--- src/rtl/alu_pkg.sv ---
// -----------------------------------------------------------------------------
// alu_pkg
// Shared definitions for the sequential ALU control block:
//   - ALUOP codes driven by main control
//   - R-type funct codes
//   - internal ALU-control enum produced by the decoder
//   - FSM state enum
//   - small classification helpers for the multiply/divide ops
// -----------------------------------------------------------------------------
package alu_pkg;

    // Operation classes from main control
    localparam logic [5:0] ALUOP_ADD   = 6'b000000;  // PC+4 style add
    localparam logic [5:0] ALUOP_SUB   = 6'b000001;  // branch compare
    localparam logic [5:0] ALUOP_FUNCT = 6'b000010;  // defer to funct field
    localparam logic [5:0] ALUOP_AND   = 6'b000011;
    localparam logic [5:0] ALUOP_OR    = 6'b000100;
    localparam logic [5:0] ALUOP_SLT   = 6'b000101;
    localparam logic [5:0] ALUOP_LUI   = 6'b000110;

    // R-type function field codes
    localparam logic [5:0] FN_ADD   = 6'b100000;
    localparam logic [5:0] FN_ADDU  = 6'b100001;
    localparam logic [5:0] FN_SUB   = 6'b100010;
    localparam logic [5:0] FN_SUBU  = 6'b100011;
    localparam logic [5:0] FN_AND   = 6'b100100;
    localparam logic [5:0] FN_OR    = 6'b100101;
    localparam logic [5:0] FN_XOR   = 6'b100110;
    localparam logic [5:0] FN_NOR   = 6'b100111;
    localparam logic [5:0] FN_SLT   = 6'b101010;
    localparam logic [5:0] FN_SLTU  = 6'b101011;
    localparam logic [5:0] FN_SLL   = 6'b000000;
    localparam logic [5:0] FN_SRL   = 6'b000010;
    localparam logic [5:0] FN_SRA   = 6'b000011;
    localparam logic [5:0] FN_MULT  = 6'b011000;
    localparam logic [5:0] FN_MULTU = 6'b011001;
    localparam logic [5:0] FN_DIV   = 6'b011010;
    localparam logic [5:0] FN_DIVU  = 6'b011011;
    localparam logic [5:0] FN_MFHI  = 6'b010000;
    localparam logic [5:0] FN_MFLO  = 6'b010010;

    // Internal ALU control, one value per distinct datapath behaviour
    typedef enum logic [4:0] {
        ALU_ADD,
        ALU_SUB,
        ALU_AND,
        ALU_OR,
        ALU_XOR,
        ALU_NOR,
        ALU_SLT,
        ALU_SLTU,
        ALU_SLL,
        ALU_SRL,
        ALU_SRA,
        ALU_LUI,
        ALU_MULT,
        ALU_MULTU,
        ALU_DIV,
        ALU_DIVU,
        ALU_MFHI,
        ALU_MFLO,
        ALU_ILLEGAL
    } alu_ctrl_e;

    // Sequencer states
    typedef enum logic [1:0] {
        ST_IDLE,
        ST_MUL,
        ST_DIV,
        ST_FIX
    } state_e;

    function automatic logic is_mul_op(input alu_ctrl_e c);
        return (c == ALU_MULT) || (c == ALU_MULTU);
    endfunction

    function automatic logic is_div_op(input alu_ctrl_e c);
        return (c == ALU_DIV) || (c == ALU_DIVU);
    endfunction

    function automatic logic is_signed_md(input alu_ctrl_e c);
        return (c == ALU_MULT) || (c == ALU_DIV);
    endfunction

endpackage

--- src/rtl/muldiv_iter.sv ---
// -----------------------------------------------------------------------------
// muldiv_iter
// Iterative multiply / divide datapath with its iteration counter.
// Multiply is shift-add on magnitudes, divide is restoring division on
// magnitudes; one iteration per step, WIDTH iterations in total. The sign
// correction is combinational on the final raw values so the parent can
// capture corrected HI/LO in its fix-up cycle.
//
// Ports
//   clk, reset : clock, asynchronous active-high reset
//   load       : capture operands and op kind, clear counter
//   is_div     : 1 = divide, 0 = multiply (sampled on load)
//   is_signed  : signed operation (sampled on load)
//   a, b       : operands A (multiplicand / dividend), B (multiplier / divisor)
//   step       : perform one iteration
//   last       : the current step is the final iteration
//   hi, lo     : sign-corrected results (product high/low, remainder/quotient)
// -----------------------------------------------------------------------------
module muldiv_iter #(
    parameter int WIDTH = 32
) (
    input  logic             clk,
    input  logic             reset,
    input  logic             load,
    input  logic             is_div,
    input  logic             is_signed,
    input  logic [WIDTH-1:0] a,
    input  logic [WIDTH-1:0] b,
    input  logic             step,
    output logic             last,
    output logic [WIDTH-1:0] hi,
    output logic [WIDTH-1:0] lo
);

    localparam int CNT_W = $clog2(WIDTH);

    logic [CNT_W-1:0] count;
    logic [WIDTH-1:0] acc;       // product high half / partial remainder
    logic [WIDTH-1:0] shreg;     // multiplier -> product low / dividend -> quotient
    logic [WIDTH-1:0] opnd;      // multiplicand or divisor magnitude
    logic             div_mode;
    logic             neg_res;   // product / quotient needs negation
    logic             neg_rem;   // remainder takes the dividend sign
    logic             div_zero;

    logic [WIDTH-1:0]   mag_a;
    logic [WIDTH-1:0]   mag_b;
    logic [WIDTH:0]     mul_sum;
    logic [WIDTH:0]     rem_sh;
    logic [WIDTH:0]     rem_diff;
    logic [2*WIDTH-1:0] prod_fix;

    always_comb begin
        mag_a = (is_signed && a[WIDTH-1]) ? -a : a;
        mag_b = (is_signed && b[WIDTH-1]) ? -b : b;
    end

    // One iteration of each algorithm; the carry/borrow bit lives only in
    // these WIDTH+1 intermediates.
    always_comb begin
        mul_sum  = {1'b0, acc} + {1'b0, (shreg[0] ? opnd : '0)};
        rem_sh   = {acc, shreg[WIDTH-1]};
        rem_diff = rem_sh - {1'b0, opnd};
    end

    assign last = (count == CNT_W'(WIDTH - 1));

    // NOTE: sequential state is written with non-blocking assignments so every
    // register samples the pre-edge values of the others.
    always_ff @(posedge clk or posedge reset) begin
        if (reset) begin
            count    <= '0;
            acc      <= '0;
            shreg    <= '0;
            opnd     <= '0;
            div_mode <= 1'b0;
            neg_res  <= 1'b0;
            neg_rem  <= 1'b0;
            div_zero <= 1'b0;
        end else if (load) begin
            count    <= '0;
            acc      <= '0;
            div_mode <= is_div;
            div_zero <= is_div && (b == '0);
            neg_res  <= is_signed && (a[WIDTH-1] ^ b[WIDTH-1]);
            neg_rem  <= is_signed && a[WIDTH-1];
            if (is_div) begin
                shreg <= mag_a;
                opnd  <= mag_b;
            end else begin
                shreg <= mag_b;
                opnd  <= mag_a;
            end
        end else if (step) begin
            count <= last ? '0 : count + 1'b1;
            if (div_mode) begin
                // Restoring step: keep the difference only if it did not borrow.
                if (!rem_diff[WIDTH]) begin
                    acc   <= rem_diff[WIDTH-1:0];
                    shreg <= {shreg[WIDTH-2:0], 1'b1};
                end else begin
                    acc   <= rem_sh[WIDTH-1:0];
                    shreg <= {shreg[WIDTH-2:0], 1'b0};
                end
            end else begin
                acc   <= mul_sum[WIDTH:1];
                shreg <= {mul_sum[0], shreg[WIDTH-1:1]};
            end
        end
    end

    assign prod_fix = neg_res ? -{acc, shreg} : {acc, shreg};

    // A zero divisor never borrows, so the raw quotient is already all-ones
    // and the raw remainder is the dividend magnitude; only the quotient
    // negation has to be suppressed.
    always_comb begin
        hi = prod_fix[2*WIDTH-1:WIDTH];
        lo = prod_fix[WIDTH-1:0];
        if (div_mode) begin
            lo = div_zero ? '1 : (neg_res ? -shreg : shreg);
            hi = neg_rem ? -acc : acc;
        end
    end

endmodule

--- src/rtl/alu_seq_control.sv ---
// -----------------------------------------------------------------------------
// alu_seq_control
// ALU control decode, single-cycle ALU and multi-cycle multiply/divide
// sequencer with HI/LO registers.
//
// Ports
//   clk            : clock, all state updates on the rising edge
//   reset          : asynchronous active-high reset
//   start          : issue one operation (ignored while busy)
//   ALUOP          : operation class from main control
//   funct          : R-type function field
//   shamt          : shift amount for sll/srl/sra
//   aluParamData1  : operand A
//   aluParamData2  : operand B
//   busy           : multi-cycle operation in progress
//   done           : one-cycle pulse, aluResult/zero valid
//   zero           : registered aluResult == 0
//   aluResult      : registered result
//   illegal        : one-cycle pulse for an undecodable ALUOP/funct
// -----------------------------------------------------------------------------
module alu_seq_control
    import alu_pkg::*;
#(
    parameter int WIDTH = 32,
    parameter int OP_W  = 6
) (
    input  logic             clk,
    input  logic             reset,
    input  logic             start,
    input  logic [OP_W-1:0]  ALUOP,
    input  logic [5:0]       funct,
    input  logic [4:0]       shamt,
    input  logic [WIDTH-1:0] aluParamData1,
    input  logic [WIDTH-1:0] aluParamData2,
    output logic             busy,
    output logic             done,
    output logic             zero,
    output logic [WIDTH-1:0] aluResult,
    output logic             illegal
);

    state_e           state;
    state_e           state_next;
    alu_ctrl_e        ctrl;
    logic [WIDTH-1:0] op_a;
    logic [WIDTH-1:0] op_b;
    logic [WIDTH-1:0] alu_res;
    logic [WIDTH-1:0] hi_reg;
    logic [WIDTH-1:0] lo_reg;
    logic [WIDTH-1:0] md_hi;
    logic [WIDTH-1:0] md_lo;
    logic             md_last;
    logic             md_load;
    logic             md_step;
    logic             fix;
    logic             issue_single;
    logic             issue_illegal;

    assign op_a = aluParamData1;
    assign op_b = aluParamData2;

    // ---------------------------------------------------------------- decode
    // NOTE: every signal written in a combinational block gets a default
    // first, so no path through the case statements can infer a latch.
    always_comb begin
        ctrl = ALU_ILLEGAL;
        case (ALUOP)
            OP_W'(ALUOP_ADD): ctrl = ALU_ADD;
            OP_W'(ALUOP_SUB): ctrl = ALU_SUB;
            OP_W'(ALUOP_AND): ctrl = ALU_AND;
            OP_W'(ALUOP_OR):  ctrl = ALU_OR;
            OP_W'(ALUOP_SLT): ctrl = ALU_SLT;
            OP_W'(ALUOP_LUI): ctrl = ALU_LUI;
            OP_W'(ALUOP_FUNCT): begin
                case (funct)
                    FN_ADD, FN_ADDU: ctrl = ALU_ADD;
                    FN_SUB, FN_SUBU: ctrl = ALU_SUB;
                    FN_AND:          ctrl = ALU_AND;
                    FN_OR:           ctrl = ALU_OR;
                    FN_XOR:          ctrl = ALU_XOR;
                    FN_NOR:          ctrl = ALU_NOR;
                    FN_SLT:          ctrl = ALU_SLT;
                    FN_SLTU:         ctrl = ALU_SLTU;
                    FN_SLL:          ctrl = ALU_SLL;
                    FN_SRL:          ctrl = ALU_SRL;
                    FN_SRA:          ctrl = ALU_SRA;
                    FN_MULT:         ctrl = ALU_MULT;
                    FN_MULTU:        ctrl = ALU_MULTU;
                    FN_DIV:          ctrl = ALU_DIV;
                    FN_DIVU:         ctrl = ALU_DIVU;
                    FN_MFHI:         ctrl = ALU_MFHI;
                    FN_MFLO:         ctrl = ALU_MFLO;
                    default:         ctrl = ALU_ILLEGAL;
                endcase
            end
            default: ctrl = ALU_ILLEGAL;
        endcase
    end

    // ------------------------------------------------------ single-cycle ALU
    always_comb begin
        alu_res = '0;
        case (ctrl)
            ALU_ADD:  alu_res = op_a + op_b;
            ALU_SUB:  alu_res = op_a - op_b;
            ALU_AND:  alu_res = op_a & op_b;
            ALU_OR:   alu_res = op_a | op_b;
            ALU_XOR:  alu_res = op_a ^ op_b;
            ALU_NOR:  alu_res = ~(op_a | op_b);
            ALU_SLT:  alu_res = WIDTH'($signed(op_a) < $signed(op_b));
            ALU_SLTU: alu_res = WIDTH'(op_a < op_b);
            ALU_SLL:  alu_res = op_b << shamt;
            ALU_SRL:  alu_res = op_b >> shamt;
            ALU_SRA:  alu_res = $signed(op_b) >>> shamt;
            ALU_LUI:  alu_res = op_b << 16;
            ALU_MFHI: alu_res = hi_reg;
            ALU_MFLO: alu_res = lo_reg;
            default:  alu_res = '0;
        endcase
    end

    // ------------------------------------------------------- FSM: state reg
    always_ff @(posedge clk or posedge reset) begin
        if (reset) begin
            state <= ST_IDLE;
        end else begin
            state <= state_next;
        end
    end

    // ------------------------------------------------------ FSM: next state
    always_comb begin
        state_next = state;
        case (state)
            ST_IDLE: begin
                if (start && is_mul_op(ctrl)) begin
                    state_next = ST_MUL;
                end else if (start && is_div_op(ctrl)) begin
                    state_next = ST_DIV;
                end
            end
            ST_MUL, ST_DIV: begin
                if (md_last) begin
                    state_next = ST_FIX;
                end
            end
            ST_FIX:  state_next = ST_IDLE;
            default: state_next = ST_IDLE;
        endcase
    end

    // --------------------------------------------------------- FSM: outputs
    // start is only looked at in IDLE, which is what makes it ignored while
    // busy; operands are captured by md_load on that same edge.
    always_comb begin
        busy          = 1'b0;
        md_load       = 1'b0;
        md_step       = 1'b0;
        fix           = 1'b0;
        issue_single  = 1'b0;
        issue_illegal = 1'b0;
        case (state)
            ST_IDLE: begin
                if (start) begin
                    if (ctrl == ALU_ILLEGAL) begin
                        issue_illegal = 1'b1;
                    end else if (is_mul_op(ctrl) || is_div_op(ctrl)) begin
                        md_load = 1'b1;
                    end else begin
                        issue_single = 1'b1;
                    end
                end
            end
            ST_MUL, ST_DIV: begin
                busy    = 1'b1;
                md_step = 1'b1;
            end
            ST_FIX: begin
                busy = 1'b1;
                fix  = 1'b1;
            end
            default: ;
        endcase
    end

    // ------------------------------------------------ multiply/divide engine
    muldiv_iter #(
        .WIDTH (WIDTH)
    ) u_muldiv (
        .clk       (clk),
        .reset     (reset),
        .load      (md_load),
        .is_div    (is_div_op(ctrl)),
        .is_signed (is_signed_md(ctrl)),
        .a         (op_a),
        .b         (op_b),
        .step      (md_step),
        .last      (md_last),
        .hi        (md_hi),
        .lo        (md_lo)
    );

    // --------------------------------------------- result and HI/LO registers
    // Illegal ops pulse done without touching aluResult, zero, HI or LO.
    always_ff @(posedge clk or posedge reset) begin
        if (reset) begin
            aluResult <= '0;
            zero      <= 1'b1;
            done      <= 1'b0;
            illegal   <= 1'b0;
            hi_reg    <= '0;
            lo_reg    <= '0;
        end else begin
            done    <= 1'b0;
            illegal <= 1'b0;
            if (issue_single) begin
                aluResult <= alu_res;
                zero      <= (alu_res == '0);
                done      <= 1'b1;
            end
            if (issue_illegal) begin
                illegal <= 1'b1;
                done    <= 1'b1;
            end
            if (fix) begin
                hi_reg    <= md_hi;
                lo_reg    <= md_lo;
                aluResult <= md_lo;
                zero      <= (md_lo == '0);
                done      <= 1'b1;
            end
        end
    end

endmodule

--- config.mk ---
export PLATFORM = sky130hd
export DESIGN_NAME = alu_seq_control
export DESIGN_NICKNAME = d
export VERILOG_FILES = /design/src/rtl/alu_pkg.sv /design/src/rtl/muldiv_iter.sv /design/src/rtl/alu_seq_control.sv
export SDC_FILE = /design/constraint.sdc
export NUM_CORES = 2
export LEC_CHECK = 0
export ABC_AREA = 1
export CORE_MARGIN = 3
export CORE_UTILIZATION = 55
export DETAILED_ROUTE_END_ITERATION = 12
export PLACE_DENSITY = 0.71
export SYNTH_ARGS = -nofsm -noshare
export SYNTH_HDL_FRONTEND = slang
export SYNTH_SLANG_ARGS = --single-unit
--- constraint.sdc ---
create_clock -name clk -period 8.3 [get_ports clk]
set_input_delay 1.66 -clock clk [delete_from_list [all_inputs] [get_ports clk]]
set_output_delay 1.66 -clock clk [all_outputs]
set_load 0.01 [all_outputs]
==> results.md <==
* Worst stage delay on the critical path at 0.82 ns
* CP Cell Sequence: clkdlybuf4s50_1, inv_1, ha_1, nand3_1, nor2_1, nand4_1, nor2_1, nand2_1, nor3_1, a21oi_1, xor2_1, nand2_1, o211ai_1, o221ai_1, inv_1
* Adder-cell share of the synthesized area at 0.0748
* Overall Global Routing Usage at 0.488
* CTS tree: yes
* Gate power share at 0.605
* Sequential share of the synthesized area at 0.175
* Largest cells by area after synthesis: nand2_1 21%, dfrtp_1 17%, nand3_1 8.7%, nor2_1 8.0%, inv_1 7.9%
* RePlAce Congestion at 1.19
* Slew HR at 0.202
* Initial cell density of the core at 0.558
* Core area at 52900 um^2
* Top_reg_cell synth: dfrtp_1
* Tmin final at 5.94 ns
* Hold Vio Cnt, Final at 0
* Post-CTS sizing at 0
* Xor/xnor share of the synthesized area at 0.0424
* Reg2reg start: u_muldiv.shreg[0]
* Clk_skew at 0.0173 ns
* Placement Setup Slack at 2.45 ns
* Int Pwr at 0.00362 W
* DIE HEIGHT at 238 um
* Post-synthesis mux area share at 0
* Startpoint Class: input pin
* DR WL/cell at 24.3 um
* CTS Sinks at 206
* Worst-case clock buffer depth at 3
* Max Freq at 168 MHz
* Worst min path class: register to register
* Post-Synthesis Cells at 5276
* Worst-Skew Late Latency at 0.56 ns
* P_sw at 0.00418 W
* Pre-Repair DR Iteration Count at 9
* Mean Syn Cell Area at 5.60 um^2
* Full die area at 56500 um^2
* Synth Area in Compound Gates at 0.161
* Synth Area in Simple Gates at 0.430
* DR vias at 37800
* Final period utilization at 0.716
* Maximum VDD drop at 0.000244 V
* Row cnt at 84
* Drt total wl at 144000 um
* Leak at 16.6 nW
* Synth top area share at 0.205
* Largest net degree at the start of global routing at 96
* Final setup margin at 2.36 ns
* Max_cap viols at 0
* CP Data Arrival Time at 6.44 ns
* Reg power frac at 0.246
* Slowest CP cell: clkdlybuf4s50_1
* Syn nets at 5534
* RSZ-0062 raised after global routing: false
* Clock power frac at 0.149
* Avg Vias per Cell at 6.38
* Status: finished clean
* Violation count after the first detailed-route iteration at 7122
* ANT nets after route at 0
* Post-DP HPWL at 113000 um
* Critical path type: input pin to register
* Cell Area, Synth at 29500 um^2
* Hold_buf cts at 0
* Reg clk slew, reported paths at 0.07 ns
* Final setup viols at 0
* Number of slew-limit violations in the final report at 0
* Post-synth top area cell: nand2_1
* Area growth syn-to-layout at 7.42%
* Fin Setup TNS at 0 ns
* H-Tree Level Count at 1
* Worst Setup SP: aluParamData2[1]
* Worst Tran Pin Value at 1.20 ns
* P per Cell Area at 246 nW/um^2
* Asr flop ratio synth at 1.00
* HP Start: hi_reg[28]
* I/O Pins at 120
* Initial antenna violation count at 1
* Worst Path Required at 8.80 ns
* EDFF count, synth at 0
* Die W at 238 um
* Post-CTS Setup Repair Bufs at 0
* Crit-path max FO at 7
* GRT overflow at 0
* Root Driver: clkbuf_16
* Largest family of logic cells by synthesized area: simple AND/OR/NAND/NOR gates
* First-pass GRT wire length at 210000 um
* Synth warn at 0
* Vias in the first global route at 33300
* Nets at 5481
* CTS buffer count at 22
* Ratio of cells with drive above 1 in the final layout at 0.0292
* Synth unique cells at 57
* Remaining DRCs at 0
* Flops & latches, synth at 206
* Sw Share at 0.536
* CP endpoint kind: register
* IO buf count at 119
* Diode count at 0
[cell usage in the layout (no fill, tap or decap), types with 7 or more instances in the layout]
| cell type | synthesis | routed |
|---|---|---|
| nand2_1 | 1613 | 1613 |
| or2_2 | 8 | 8 |
| o221ai_1 | 7 | 7 |
| o22ai_1 | 28 | 28 |
| nand2_2 | 9 | 9 |
| a21oi_1 | 236 | 236 |
| nand4_1 | 145 | 145 |
| nor2_4 | 5 | 7 |
| o21a_1 | 9 | 9 |
| clkbuf_16 | 0 | 22 |
| o211ai_1 | 57 | 57 |
| ha_1 | 170 | 169 |
| a31oi_1 | 20 | 20 |
| dfrtp_1 | 205 | 204 |
| nand3b_1 | 13 | 13 |
| clkdlybuf4s50_1 | 0 | 114 |
| nor2_1 | 631 | 624 |
| o21ai_0 | 377 | 377 |
| o21bai_1 | 15 | 15 |
| inv_1 | 618 | 615 |
| inv_2 | 16 | 18 |
| xnor2_1 | 13 | 13 |
| nor2_2 | 7 | 12 |
| xor2_1 | 130 | 130 |
| a22oi_1 | 18 | 18 |
| o311ai_1 | 10 | 10 |
| nand3_1 | 516 | 516 |
| nor4_1 | 16 | 16 |
| o311ai_0 | 24 | 24 |
| nor3_1 | 53 | 53 |
| a21o_1 | 9 | 9 |
| o21ai_1 | 8 | 8 |
| buf_4 | 6 | 48 |
[metrics by stage]
| step | std cells | hold WS [ns] | util | total power (W) | instance area, um^2 |
|---|---|---|---|---|---|
| 2_1_floorplan | 5276 | 0.449 | - | 0.00485 | 29500 |
| 3_3_place_gp | 5887 | 0.467 | 0.585 | 0.00635 | 30900 |
| 3_5_place_dp | 5887 | 0.470 | 0.585 | 0.00642 | 30900 |
| 4_1_cts | 5927 | 0.492 | 0.600 | 0.00759 | 31700 |
| 5_1_grt | 5927 | 0.517 | 0.600 | 0.00827 | 31700 |
| 6_report | 5927 | 0.493 | 0.600 | 0.00780 | 31700 |
[worst paths after layout]
path,endpoint,slack (ns),cells after the start
hold / removal,hi_reg[28],0.49,2
max in group asynchronous,hi_reg[14],5.33,3
min in group asynchronous,state[1],1.62,2
setup reg to reg,u_muldiv.acc[28],4.33,19
setup / recovery,u_muldiv.shreg[24],2.36,15
hold reg to reg,hi_reg[28],0.49,2
[final cells by class]
cell class                      instances  area (um^2)
Fill cell                            5579        21200
Multi-Input combinational cell       4187        21000
Sequential cell                       206         5160
Inverter                              639         2410
Timing Repair Buffer                  167         1530
Tap cell                              688          861
Clock buffer                           29          607
Clock inverter                         11          200
[routing by layer]
metal / global-route usage / routed length, um / up-vias
met5: 0 / 7 / -
met4: 0.252 / 9960 / 2
met3: 0.194 / 24000 / 557
met2: 0.676 / 55700 / 3005
met1: 0.651 / 54500 / 17200
li1: - / - / 17100
[cell families after synthesis]
family,count (synthesis)
compound gates,839
flops,206
fa+ha+maj,174
buf+inv,883
simple gates,3031
xor+xnor,143
[synth_stat cells (all sizes together) (2+ instances only)]
cell     instances
nor4            16
or2              9
nand4          145
a211oi           5
inv            634
o311ai          34
clkinv           5
a21oi          236
a21boi           2
fa               4
clkbuf         141
a21o             9
o221ai           7
a22oi           18
buf            103
o21ai          385
a31oi           20
xnor2           13
o211ai          57
nor3            54
xor2           130
and3             2
a221oi           3
o22ai           28
nand2         1623
and2             6
nand3b          13
o21bai          16
nor2           643
o2111ai          3
dfrtp          205
a22o             3
nand3          519
ha             170
o21a             9
[power groups by stage]
stage          Clock [W]  Combinational, W  Sequential [W]
6_report         0.00116           0.00472         0.00192
2_1_floorplan          0           0.00313         0.00172
4_1_cts          0.00115           0.00455         0.00188
3_5_place_dp           0           0.00452         0.00189
5_1_grt          0.00119           0.00514         0.00194
3_3_place_gp           0           0.00447         0.00189
[worst max-delay path, delay by kind of cell]
family                     cells  cell delay [ns]
and+or+nand+nor                7             1.80
adders and majority gates      1             0.24
buffers and inverters          3             1.40
AOI/OAI and AO/OA              3             0.53
xor gates and xnor gates       1             0.77
Power figures use the tool's default switching activity.
